File: src/rtl/if_fetch_pkg.sv
// rtl/if_fetch_pkg.sv - shared widths, state encoding and address helper for the fetch stage
package if_fetch_pkg;

  localparam int ADDR_W = 32;
  localparam int DATA_W = 32;

  localparam logic [DATA_W-1:0] ZERO_WORD = '0;

  typedef enum logic [1:0] {
    S_IDLE = 2'b00,
    S_REQ  = 2'b01,
    S_HOLD = 2'b10
  } fetch_state_e;

  // Instruction addresses are word aligned; the low two bits never reach memory.
  function automatic logic [ADDR_W-1:0] word_align(input logic [ADDR_W-1:0] addr);
    return addr & ~ADDR_W'(3);
  endfunction

endpackage

File: src/rtl/if_fetch_if.sv
// rtl/if_fetch_if.sv - instruction-memory and IF/ID handshake bundle
interface if_fetch_if;
  import if_fetch_pkg::*;

  // instruction memory read port
  logic              imem_req;
  logic [ADDR_W-1:0] imem_addr;
  logic              imem_ack;
  logic [DATA_W-1:0] imem_rdata;

  // IF/ID boundary
  logic              valid;
  logic              ready;
  logic [ADDR_W-1:0] pc;
  logic [DATA_W-1:0] inst;

  modport master (
    output imem_req, imem_addr, valid, pc, inst,
    input  imem_ack, imem_rdata, ready
  );

  modport slave (
    input  imem_req, imem_addr, valid, pc, inst,
    output imem_ack, imem_rdata, ready
  );

endinterface

File: src/rtl/if_fetch_pc_reg.sv
// rtl/if_fetch_pc_reg.sv - program counter with sequential/branch next-pc mux
module if_fetch_pc_reg
  import if_fetch_pkg::*;
#(
  parameter logic [ADDR_W-1:0] RESET_PC = 32'h0000_0000
) (
  input  logic              clk,
  input  logic              rst,
  input  logic              inc_en,
  input  logic [ADDR_W-1:0] inc_base,
  input  logic              br_en,
  input  logic [ADDR_W-1:0] br_target,
  output logic [ADDR_W-1:0] pc_q
);

  logic [ADDR_W-1:0] pc_d;

  // Branch wins over the sequential step; the step wraps modulo 2^ADDR_W.
  always_comb begin
    pc_d = pc_q;
    if (br_en) begin
      pc_d = word_align(br_target);
    end else if (inc_en) begin
      pc_d = inc_base + ADDR_W'(4);
    end
  end

  // Program counter register
  always_ff @(posedge clk or negedge rst) begin
    if (!rst) begin
      pc_q <= RESET_PC;
    end else begin
      pc_q <= pc_d;
    end
  end

endmodule

File: src/rtl/if_fetch.sv
// rtl/if_fetch.sv - instruction-fetch stage: FSM, request latch and IF/ID output registers
module if_fetch
  import if_fetch_pkg::*;
#(
  parameter logic [ADDR_W-1:0] RESET_PC = 32'h0000_0000
) (
  input  logic              clk,
  input  logic              rst,
  input  logic              branch_flag_i,
  input  logic [ADDR_W-1:0] branch_target_i,
  if_fetch_if.master        bus
);

  fetch_state_e      state_q, state_d;
  logic [ADDR_W-1:0] req_addr_q, req_addr_d;
  logic              kill_q, kill_d;
  logic              req_q, req_d;
  logic              valid_q, valid_d;
  logic [ADDR_W-1:0] pc_o_q, pc_o_d;
  logic [DATA_W-1:0] inst_q, inst_d;
  logic [ADDR_W-1:0] pc_q;
  logic [ADDR_W-1:0] target;
  logic              pc_inc;
  logic              pc_br;

  assign target = word_align(branch_target_i);

  if_fetch_pc_reg #(
    .RESET_PC (RESET_PC)
  ) u_pc_reg (
    .clk       (clk),
    .rst       (rst),
    .inc_en    (pc_inc),
    .inc_base  (req_addr_q),
    .br_en     (pc_br),
    .br_target (target),
    .pc_q      (pc_q)
  );

  // Next state, request address latch, kill flag and presented-instruction decisions
  always_comb begin
    state_d    = state_q;
    req_addr_d = req_addr_q;
    kill_d     = kill_q;
    valid_d    = valid_q;
    pc_o_d     = pc_o_q;
    inst_d     = inst_q;
    pc_inc     = 1'b0;
    pc_br      = 1'b0;
    case (state_q)
      S_IDLE: begin
        state_d    = S_REQ;
        req_addr_d = branch_flag_i ? target : pc_q;
        pc_br      = branch_flag_i;
      end
      S_REQ: begin
        if (bus.imem_ack) begin
          if (kill_q || branch_flag_i) begin
            // stale data: drop it and refetch from the redirected pc
            req_addr_d = branch_flag_i ? target : pc_q;
            pc_br      = branch_flag_i;
            kill_d     = 1'b0;
          end else begin
            pc_o_d  = req_addr_q;
            inst_d  = bus.imem_rdata;
            valid_d = 1'b1;
            pc_inc  = 1'b1;
            state_d = S_HOLD;
          end
        end else if (branch_flag_i) begin
          // the request in flight cannot be withdrawn, so mark its data for discard
          pc_br  = 1'b1;
          kill_d = 1'b1;
        end
      end
      S_HOLD: begin
        if (branch_flag_i) begin
          valid_d    = 1'b0;
          pc_br      = 1'b1;
          req_addr_d = target;
          state_d    = S_REQ;
        end else if (bus.ready) begin
          valid_d    = 1'b0;
          req_addr_d = pc_q;
          state_d    = S_REQ;
        end
      end
      default: begin
        state_d = S_IDLE;
      end
    endcase
    req_d = (state_d == S_REQ);
  end

  // FSM state and registered outputs
  always_ff @(posedge clk or negedge rst) begin
    if (!rst) begin
      state_q    <= S_IDLE;
      req_addr_q <= RESET_PC;
      kill_q     <= 1'b0;
      req_q      <= 1'b0;
      valid_q    <= 1'b0;
      pc_o_q     <= '0;
      inst_q     <= ZERO_WORD;
    end else begin
      state_q    <= state_d;
      req_addr_q <= req_addr_d;
      kill_q     <= kill_d;
      req_q      <= req_d;
      valid_q    <= valid_d;
      pc_o_q     <= pc_o_d;
      inst_q     <= inst_d;
    end
  end

  assign bus.imem_req  = req_q;
  assign bus.imem_addr = req_addr_q;
  assign bus.valid     = valid_q;
  assign bus.pc        = pc_o_q;
  assign bus.inst      = inst_q;

endmodule
File: src/flat_wrapper.sv
// flat-port wrapper written by rule: the top's interface ports become plain ports
module if_fetch_flat import if_fetch_pkg::*;
#(
  parameter logic [ADDR_W-1:0] RESET_PC = 32'h0000_0000
)
  (clk, rst, branch_flag_i, branch_target_i, bus_imem_req, bus_imem_addr, bus_valid, bus_pc, bus_inst, bus_imem_ack, bus_imem_rdata, bus_ready);
  if_fetch_if bus_i ();
  input  logic clk;
  input  logic rst;
  input  logic branch_flag_i;
  input  logic [ADDR_W-1:0] branch_target_i;
  output wire logic [$bits(bus_i.imem_req)-1:0] bus_imem_req;
  output wire logic [$bits(bus_i.imem_addr)-1:0] bus_imem_addr;
  output wire logic [$bits(bus_i.valid)-1:0] bus_valid;
  output wire logic [$bits(bus_i.pc)-1:0] bus_pc;
  output wire logic [$bits(bus_i.inst)-1:0] bus_inst;
  input wire logic [$bits(bus_i.imem_ack)-1:0] bus_imem_ack;
  input wire logic [$bits(bus_i.imem_rdata)-1:0] bus_imem_rdata;
  input wire logic [$bits(bus_i.ready)-1:0] bus_ready;
  assign bus_imem_req = bus_i.imem_req;
  assign bus_imem_addr = bus_i.imem_addr;
  assign bus_valid = bus_i.valid;
  assign bus_pc = bus_i.pc;
  assign bus_inst = bus_i.inst;
  assign bus_i.imem_ack = bus_imem_ack;
  assign bus_i.imem_rdata = bus_imem_rdata;
  assign bus_i.ready = bus_ready;
  if_fetch #(.RESET_PC(RESET_PC)) u_core (.clk(clk), .rst(rst), .branch_flag_i(branch_flag_i), .branch_target_i(branch_target_i), .bus(bus_i));
endmodule
File: config.mk
export PLATFORM = sky130hd
export DESIGN_NAME = if_fetch_flat
export DESIGN_NICKNAME = d
export VERILOG_FILES = /design/src/rtl/if_fetch_pkg.sv /design/src/rtl/if_fetch_if.sv /design/src/rtl/if_fetch_pc_reg.sv /design/src/rtl/if_fetch.sv /design/src/flat_wrapper.sv
export SDC_FILE = /design/constraint.sdc
export NUM_CORES = 1
export LEC_CHECK = 0
export CORE_ASPECT_RATIO = 0.8
export CORE_MARGIN = 3
export CORE_UTILIZATION = 40
export CTS_BUF_LIST = sky130_fd_sc_hd__clkbuf_2
export DETAILED_ROUTE_END_ITERATION = 16
export PLACE_DENSITY = 0.7
export SYNTH_ARGS = -nofsm -noshare
export SYNTH_HDL_FRONTEND = slang
export SYNTH_HIERARCHICAL = 1
export SYNTH_SLANG_ARGS = --single-unit
File: constraint.sdc
create_clock -name clk -period 2.2 [get_ports clk]
set_input_delay 0.55 -clock clk [delete_from_list [all_inputs] [get_ports clk]]
set_output_delay 0.55 -clock clk [all_outputs]
set_load 0.05 [all_outputs]
==> impl.org, run 1 <==
** Finish
- Ant. Diodes :: 0
- Once layout is done, the placed cells without fillers occupy between 8000 and 9000 µm².
- The finished layout holds 878 standard cells, fillers aside.
- Of the cells placed in the final design, the portion with a size suffix greater than 1 is between 30% and 40%.
- Post-layout utilization of the core :: between 50% and 60%
- Number of nets in the layout :: between 700 and 800
- Synth-to-layout area growth :: 41.5%

** STA
- Static timing analysis puts the maximum clock frequency at roughly 500 MHz.
- At the pin with the least slew margin, the transition time is between 500 and 600 ps.
- Number of hold violations in the final report :: 0
- For the final database, setup skew stands at approximately 27 ps.
- Setup violations remaining at the end of the flow were counted as 0.
- Slew margin rel. :: 61.1%
- Shortest clock period the worst path allows after layout :: roughly 2100 ps
- Hold slack :: 376 ps
- Number of max-slew violations in the final report :: 0
- After layout, the worst path uses 93.4% of the clock period.

** Route
- Number of DRC violations after detailed-routing iteration 0 :: roughly 350
- Wire length on met1 :: roughly 7400 µm
- DR WL met3 :: roughly 1200 µm
- Before antenna repair, the detailed router went through 5 iterations.
- Detail-routed net length per standard cell :: ~19 µm
- In the routed design, unresolved DRC markers number 0.
- Sum of routed wire length over all layers :: ~16000 µm
- DR WL met2 :: 7590 µm
- Signal routing reaches up to met4.
- Detailed routing inserted a total of roughly 4800 vias.
- Using the TritonRoute via totals, the vias-per-cell ratio works out to 5.46.
- The count of nets left with antenna violations once routing finished came out at 0.

** Power
- Power Total :: roughly 14 mW
- Cell internal power was estimated by the tool at approximately 7.3 mW.
- Power share of the sequential group :: a little under a third
- P_sw :: around 6.7 mW
- Portion of total power attributed to combinational logic :: roughly 56%
- Power density of the placed cells :: between 1500 and 2000 nW/µm²
- IR analysis of the VDD net gives a maximum drop of approximately 1.1 mV.
- Summed over all cells, the static leakage comes to between 3 and 4 nW.
- Clock power frac :: 13.5%
- Switching power as a share of total power :: between 40% and 50%

** Worst setup path
- The slowest stage of the critical path is the dfrtp_1 cell.
- Traced cell by cell, the critical path runs through buf_4 -> buf_6.
- Launching element of the worst setup path :: u_core/bus.imem_addr[19]$_DFFE_PN0P_
- On the worst path, the slowest cell contributes a delay of around 470 ps.
- Worst Setup Start Kind :: flop
- The critical path contains buffers and inverters numbering 2 combined.
- In this run the worst path has a maximum fanout of 7.
- Cell family contributing the most delay on the critical path :: flip-flops
- Data on the critical path is required at its endpoint by roughly 1700 ps.
- Classification of the worst setup path :: flop to output pin
- RR Startpoint :: u_core/bus.imem_addr[2]$_DFFE_PN0P_
- Data on the critical path arrives at its endpoint at ~1500 ps.
- Critical Path End Type :: output pin

** Die
- Die footprint :: around 17000 µm²
- Total number of placement rows :: 39
- Effective utilization at floorplan :: 41.7%
- Horizontal die dimension :: around 140 µm
- Vertical die dimension :: 116 µm
- Boundary pin count :: between 150 and 200
- The total area inside the core boundary comes to between 10000 and 15000 µm².

** Placed design
- Port-buffer cells :: 164
- Dpl cell area :: between 8000 and 9000 µm²
- Final weighted congestion in routability-driven placement :: slightly above 0.8
- The number of placed instances, taps included, is 839.
- Detailed placer's ending HPWL :: roughly 11000 µm

** CTS
- TritonCTS clock tree :: built
- Sinks on Clock Net :: approximately 130
- Number of buffers inserted during clock tree synthesis :: 17
- # H-tree levels :: 4
- Clock-pin slew was measured on the worst setup and hold paths at 210 ps.
- The longest clock path from root to sink contains 2 buffers.
- For the worst-skew pair, the clock arrives at the later sink with an insertion delay of around 700 ps.
- In this run the clock root is driven by a clkbuf_2.

** Global route
- Entering global routing, the biggest net connects slightly above 60 pins.
- Number of antenna violations at the first check in global routing :: 0
- Sum of overflow across all layers after global routing :: 0
- Vias in the first global route :: 4940
- Total GRT Usage :: between 10% and 20%
- First-pass GRT wire length :: between 20000 and 30000 µm

** Logic synthesis
- Average instance area after synthesis :: ~13 µm²
- Yosys printed 6 warnings.
- Synthesized netlist net count :: between 500 and 600
- The cell area that synthesis handed to floorplanning was around 6000 µm².
- Count of mapped cells out of synthesis :: 483

** Outcome
- Result of the run :: finished clean

** Worst hold path
- Path category of the worst min-delay check :: input port to async pin

** Run
- Max-cap violations in this run came to 0.
==> cell usage in the layout, fill, tap and decap left out, types with 7 or more instances in the layout <==
| master | n |
|---|---|
| mux2i_1 | 7 |
| nand3_1 | 11 |
| nor2_1 | 12 |
| clkbuf_2 | 18 |
| clkdlybuf4s15_2 | 58 |
| inv_1 | 7 |
| mux2_2 | 37 |
| buf_2 | 10 |
| dfrtp_2 | 9 |
| a22oi_1 | 19 |
| xor2_1 | 16 |
| xnor2_1 | 9 |
| nand2_1 | 20 |
| mux2_1 | 27 |
| buf_4 | 49 |
| o21ai_0 | 32 |
| buf_12 | 13 |
| o221a_2 | 30 |
| nor3_1 | 7 |
| clkdlybuf4s50_1 | 65 |
| nand4_1 | 10 |
| a21o_1 | 30 |
| dfrtp_1 | 124 |
==> path summary, 6_finish.rpt <==
path | to | slack (ps) | cells past startpoint
worst max-delay path | bus_imem_addr[19] | 150 | 2
worst min-delay path | u_core/bus.pc[15]$_DFFE_PN0P_ | 380 | 2
worst max register to register | u_core/u_pc_reg/pc_q[19]$_DFFE_PN0P_ | 280 | 5
worst min register to register | u_core/bus.pc[17]$_DFFE_PN0P_ | 510 | 1
max in group asynchronous | u_core/bus.inst[5]$_DFFE_PN0P_ | 1200 | 3
min in group clk | u_core/u_pc_reg/pc_q[3]$_DFFE_PN0P_ | 440 | 3
==> sequential cells by signal (all words and copies together) (netlist names) <==
name and flops:
u_core/kill_q 1, u_core/state_q 2, u_core/u_pc_reg/pc_q 32, u_core/bus.imem_req 1, u_core/bus.valid 1, u_core/bus.imem_addr 32, u_core/bus.inst 32, u_core/bus.pc 32
==> what timing repair did <==
action	CTS	global route
resized for setup	255	37
hold endpoints to repair	57	0
hold buffers	1	0
endpoints found under the setup margin	80	30
buffers inserted	0	6
==> power by group through the flow <==
| stage | clock network [mW] | logic, mW | registers [mW] |
|---|---|---|---|
| floorplan | 0 | 1.97 | 7.38 |
| global placement | 0 | 7.80 | 4.31 |
| detailed placement | 0 | 7.90 | 4.37 |
| CTS | 1.94 | 7.68 | 4.33 |
| global route | 2.07 | 8.11 | 4.48 |
| finish | 1.88 | 7.74 | 4.33 |
==> cell type report <==
class / count / area, µm²
tap: 184 / 230
sequential: 133 / 3340
clock inverter: 15 / 235
clock buffer: 17 / 85.1
timing repair buffer: 211 / 2130
inverter: 7 / 26.3
multi-input combinational: 311 / 2540
fill: 1183 / 5960
==> metal layers <==
layer / vias up / global-route usage [%]
met5: - / 0
met4: 0 / 4.83
met3: 4 / 6.96
met2: 176 / 30.2
met1: 2420 / 26.8
li1: 2193 / -
==> stage by stage <==
stage               worst slack, ps  setup TNS (ps)
finish                          146               0
global placement               -116           -7160
detailed placement             -134           -8790
CTS                            5.07               0
floorplan                      55.6               0
global route                  -16.4           -19.3
No activity file was read; power rests on OpenSTA's default activity.
==> run 2: changes to the inputs <==
- CORE_ASPECT_RATIO: 0.8 -> unset
- HOLD_SLACK_MARGIN: unset -> 0.02
==> impl.org, run 2 (synthesis gave the netlist of run 1 again) <==
** Outcome
- Result of the run :: finished clean (unchanged)

** Route
- The count of unresolved DRC violations after routing came to 0 (unchanged).
- The sum of routed wire segments on met1 was 6750 µm (was 7420 µm).
- Highest metal layer with signal wires :: met4 (unchanged)
- Detail-routed net length per standard cell :: 18.4 µm (was 18.5 µm)
- Number of nets with antenna violations after routing :: 0 (unchanged)
- First-pass DRT Iterations :: 4 (was 5)
- The final wirelength was 16100 µm (was 16300 µm).
- The total length of routed met3 wires came to 1000 µm (was 1220 µm).
- Via count :: 4783 (was 4793)
- The starting DRC count in detailed routing is 312 (was 347).
- Number of vias per cell :: 5.48 (was 5.46)
- The detailed route wirelength on metal2 came to 8010 µm (was 7590 µm).

** Worst setup path
- Biggest fanout along the worst timing path :: 1 (was 7)
- Worst endpoint required time :: 1650 ps (about the same)
- The kind of cell adding the most delay to the critical path is buffers and inverters (was flip-flops).
- The element type at the critical path end was an output pin (unchanged).
- The critical path startpoint category is a flop (unchanged).
- Series of cell instances along the critical path :: clkdlybuf4s15_1 (was buf_4 -> buf_6)
- Max stage delay cell, worst path :: clkdlybuf4s15_1 (was dfrtp_1)
- The critical path arrival came to 1510 ps (was 1500 ps).
- Classification of the worst setup path :: flop to output pin (unchanged)
- The worst stage delay on the critical path is 490 ps (was 470 ps).
- The critical path buffer and inverter count came to 1 (was 2).

** Power
- Largest vdd supply drop :: 1.07 mV (about the same)
- P_sw :: 6.57 mW (was 6.68 mW)
- The power share of the combinational group is 56.9% (was 55.5%).
- Clock power frac :: 10.2% (was 13.5%)
- Switching power as a share of total power :: 49.9% (was 47.9%)
- Internal power component :: 6.61 mW (was 7.27 mW)
- Power share of the sequential group :: 32.9% (was 31.0%)
- The ratio of total power to cell area came to 1590 nW/µm² (was 1620 nW/µm²).
- The static leakage power is 3.55 nW (was 3.64 nW).
- Power Total :: 13.2 mW (was 13.9 mW)

** Die
- Die footprint :: 16700 µm² (about the same)
- Horizontal die dimension :: 129 µm (was 144 µm)
- Effective utilization at floorplan :: 41.3% (was 41.7%)
- Vertical die dimension :: 129 µm (was 116 µm)
- The number of placement rows is 44 (was 39).
- The number of top-level pins is 167 (unchanged).
- Core Region :: 14700 µm² (was 14500 µm²)

** CTS
- The clock latency reported for the late side of the worst-skew pair came to 690 ps (was 700 ps).
- Buffer type at the clock tree root :: clkbuf_2 (unchanged)
- The total number of H-tree levels was 4 (unchanged).
- The clock net sink count came to 133 (unchanged).
- The buffer count from post-CTS setup fixing is 0 (unchanged).
- The CTS tree was built (unchanged).
- The number of buffers on the longest clock path is 2 (unchanged).
- The CTS buffer count is 17 (unchanged).
- The clock-pin transition on the worst setup and hold timing paths is 190 ps (was 210 ps).

** STA
- Number of max-slew violations in the final report :: 0 (unchanged)
- Peak clock frequency supported by timing :: 485 MHz (was 487 MHz)
- The clock period minus worst slack was 2060 ps (was 2050 ps).
- Transition time of the tightest slew-check pin :: 482 ps (was 584 ps)
- Setup violation total in the final timing report :: 0 (unchanged)
- Final period util :: 93.8% (was 93.4%)
- RSZ-0062 raised after global routing :: no
- The post-route clock skew is 24.6 ps (was 26.9 ps).
- The headroom to the max-slew limit came to 68.0% (was 61.1%).
- Number of hold violations in the final report :: 0 (unchanged)

** Finish
- Multi-input gate area :: 2540 µm² (unchanged)
- Post-layout utilization of the core :: 56.5% (was 59.0%)
- Number of standard cells in the layout, taps in and fillers out :: 873 (was 878)
- Number of nets in the layout :: 747 (was 751)
- Top library cells by usage in the layout, fill and taps aside: dfrtp_1, clkdlybuf4s50_1, clkdlybuf4s15_2 (unchanged).
- FF+latch area :: 3330 µm² (was 3340 µm²)
- Synth-to-layout area growth :: 36.8% (was 41.5%)
- The fraction of layout cells with a size suffix above 1 was 36.3% (was 38.2%).
- Filler instances :: 1262 (was 1183)
- The most frequent standard cell in the layout excluding fill and tap cells is dfrtp_1 (unchanged).

** Placed design
- The number of placed instances, taps included was 841 (was 839).
- The final estimated routing congestion in global placement is 0.806 (was 0.818).
- The placed wire-length estimate after detailed placement came to 11100 µm (about the same).
- The number of port buffers came to 164 (unchanged).

** Global route
- The number of antenna violations at the first check in global routing is 1 (was 0).
- The first-pass GRT wire length is 26400 µm (was 25600 µm).
- The total routing resource utilization after global routing is 20.2% (was 19.6%).
- Vias in the first global route :: 5157 (was 4940)
- Maximum number of pins on one net before global-route repair :: 50 (was 62)
- Sum of overflow across all layers after global routing :: 0 (unchanged)

** Worst hold path
- Path category of the worst min-delay check :: input port to async pin (unchanged)

** Run
- Count of max-cap constraint violations :: 0 (unchanged)
-- run 2: repair_timing --
item,in CTS,in global routing
pin swaps,0,0
gates resized for setup,240,29
hold buffers,1,0
endpoints found under the hold margin,47,0
endpoints found under the setup margin,82,27
-- run 2: final timing paths --
kind | cells after the start | end | slack [ps] | from
setup / recovery | 1 | bus_imem_req | 140 | u_core/bus.imem_req$_DFF_PN0_
hold / removal | 2 | u_core/u_pc_reg/pc_q[20]$_DFFE_PN0P_ | 350 | rst
setup reg to reg | 5 | u_core/u_pc_reg/pc_q[19]$_DFFE_PN0P_ | 270 | u_core/bus.imem_addr[9]$_DFFE_PN0P_
hold reg to reg | 1 | u_core/bus.pc[22]$_DFFE_PN0P_ | 510 | u_core/bus.pc[22]$_DFFE_PN0P_
max in group asynchronous | 3 | u_core/bus.imem_addr[12]$_DFFE_PN0P_ | 1210 | rst
min in group clk | 3 | u_core/u_pc_reg/pc_q[2]$_DFFE_PN0P_ | 430 | branch_target_i[2]
-- run 2: per-stage QoR --
step           hold WS (ps)  area (µm²)  TNS, ps  setup slack, ps
4_1_cts                 266        8400        0            0.343
5_1_grt                 291        8300        0            0.835
3_5_place_dp            474        8170   -10140             -165
6_report                353        8300        0              137
3_3_place_gp            466        8170   -14080             -184
2_1_floorplan           254        6070        0             55.6
-- run 2: cell type report --
cell class,count,area share [%]
repair buffers,207,23.8
well taps,184,2.77
clock inverters,8,1.03
inverters,7,0.317
diodes,1,0.0302
clock buffers,22,1.33
multi-input cells,311,30.6
flip-flops and latches,133,40.1
-- run 2: routing by layer --
layer	vias up	GRT usage, %
met1	2397	25.8
met4	0	8.09
met2	173	32.8
li1	2186	-
met3	27	5.36
met5	-	0
-- run 2: power groups by stage --
| stage | sequential, mW | clock, mW | combinational (mW) |
|---|---|---|---|
| final | 4.34 | 1.35 | 7.49 |
| after global routing | 4.50 | 1.52 | 7.90 |
| after CTS | 4.34 | 1.41 | 7.63 |
| after detailed placement | 4.38 | 0 | 7.89 |
| after global placement | 4.32 | 0 | 7.79 |
| after floorplan | 7.38 | 0 | 1.97 |
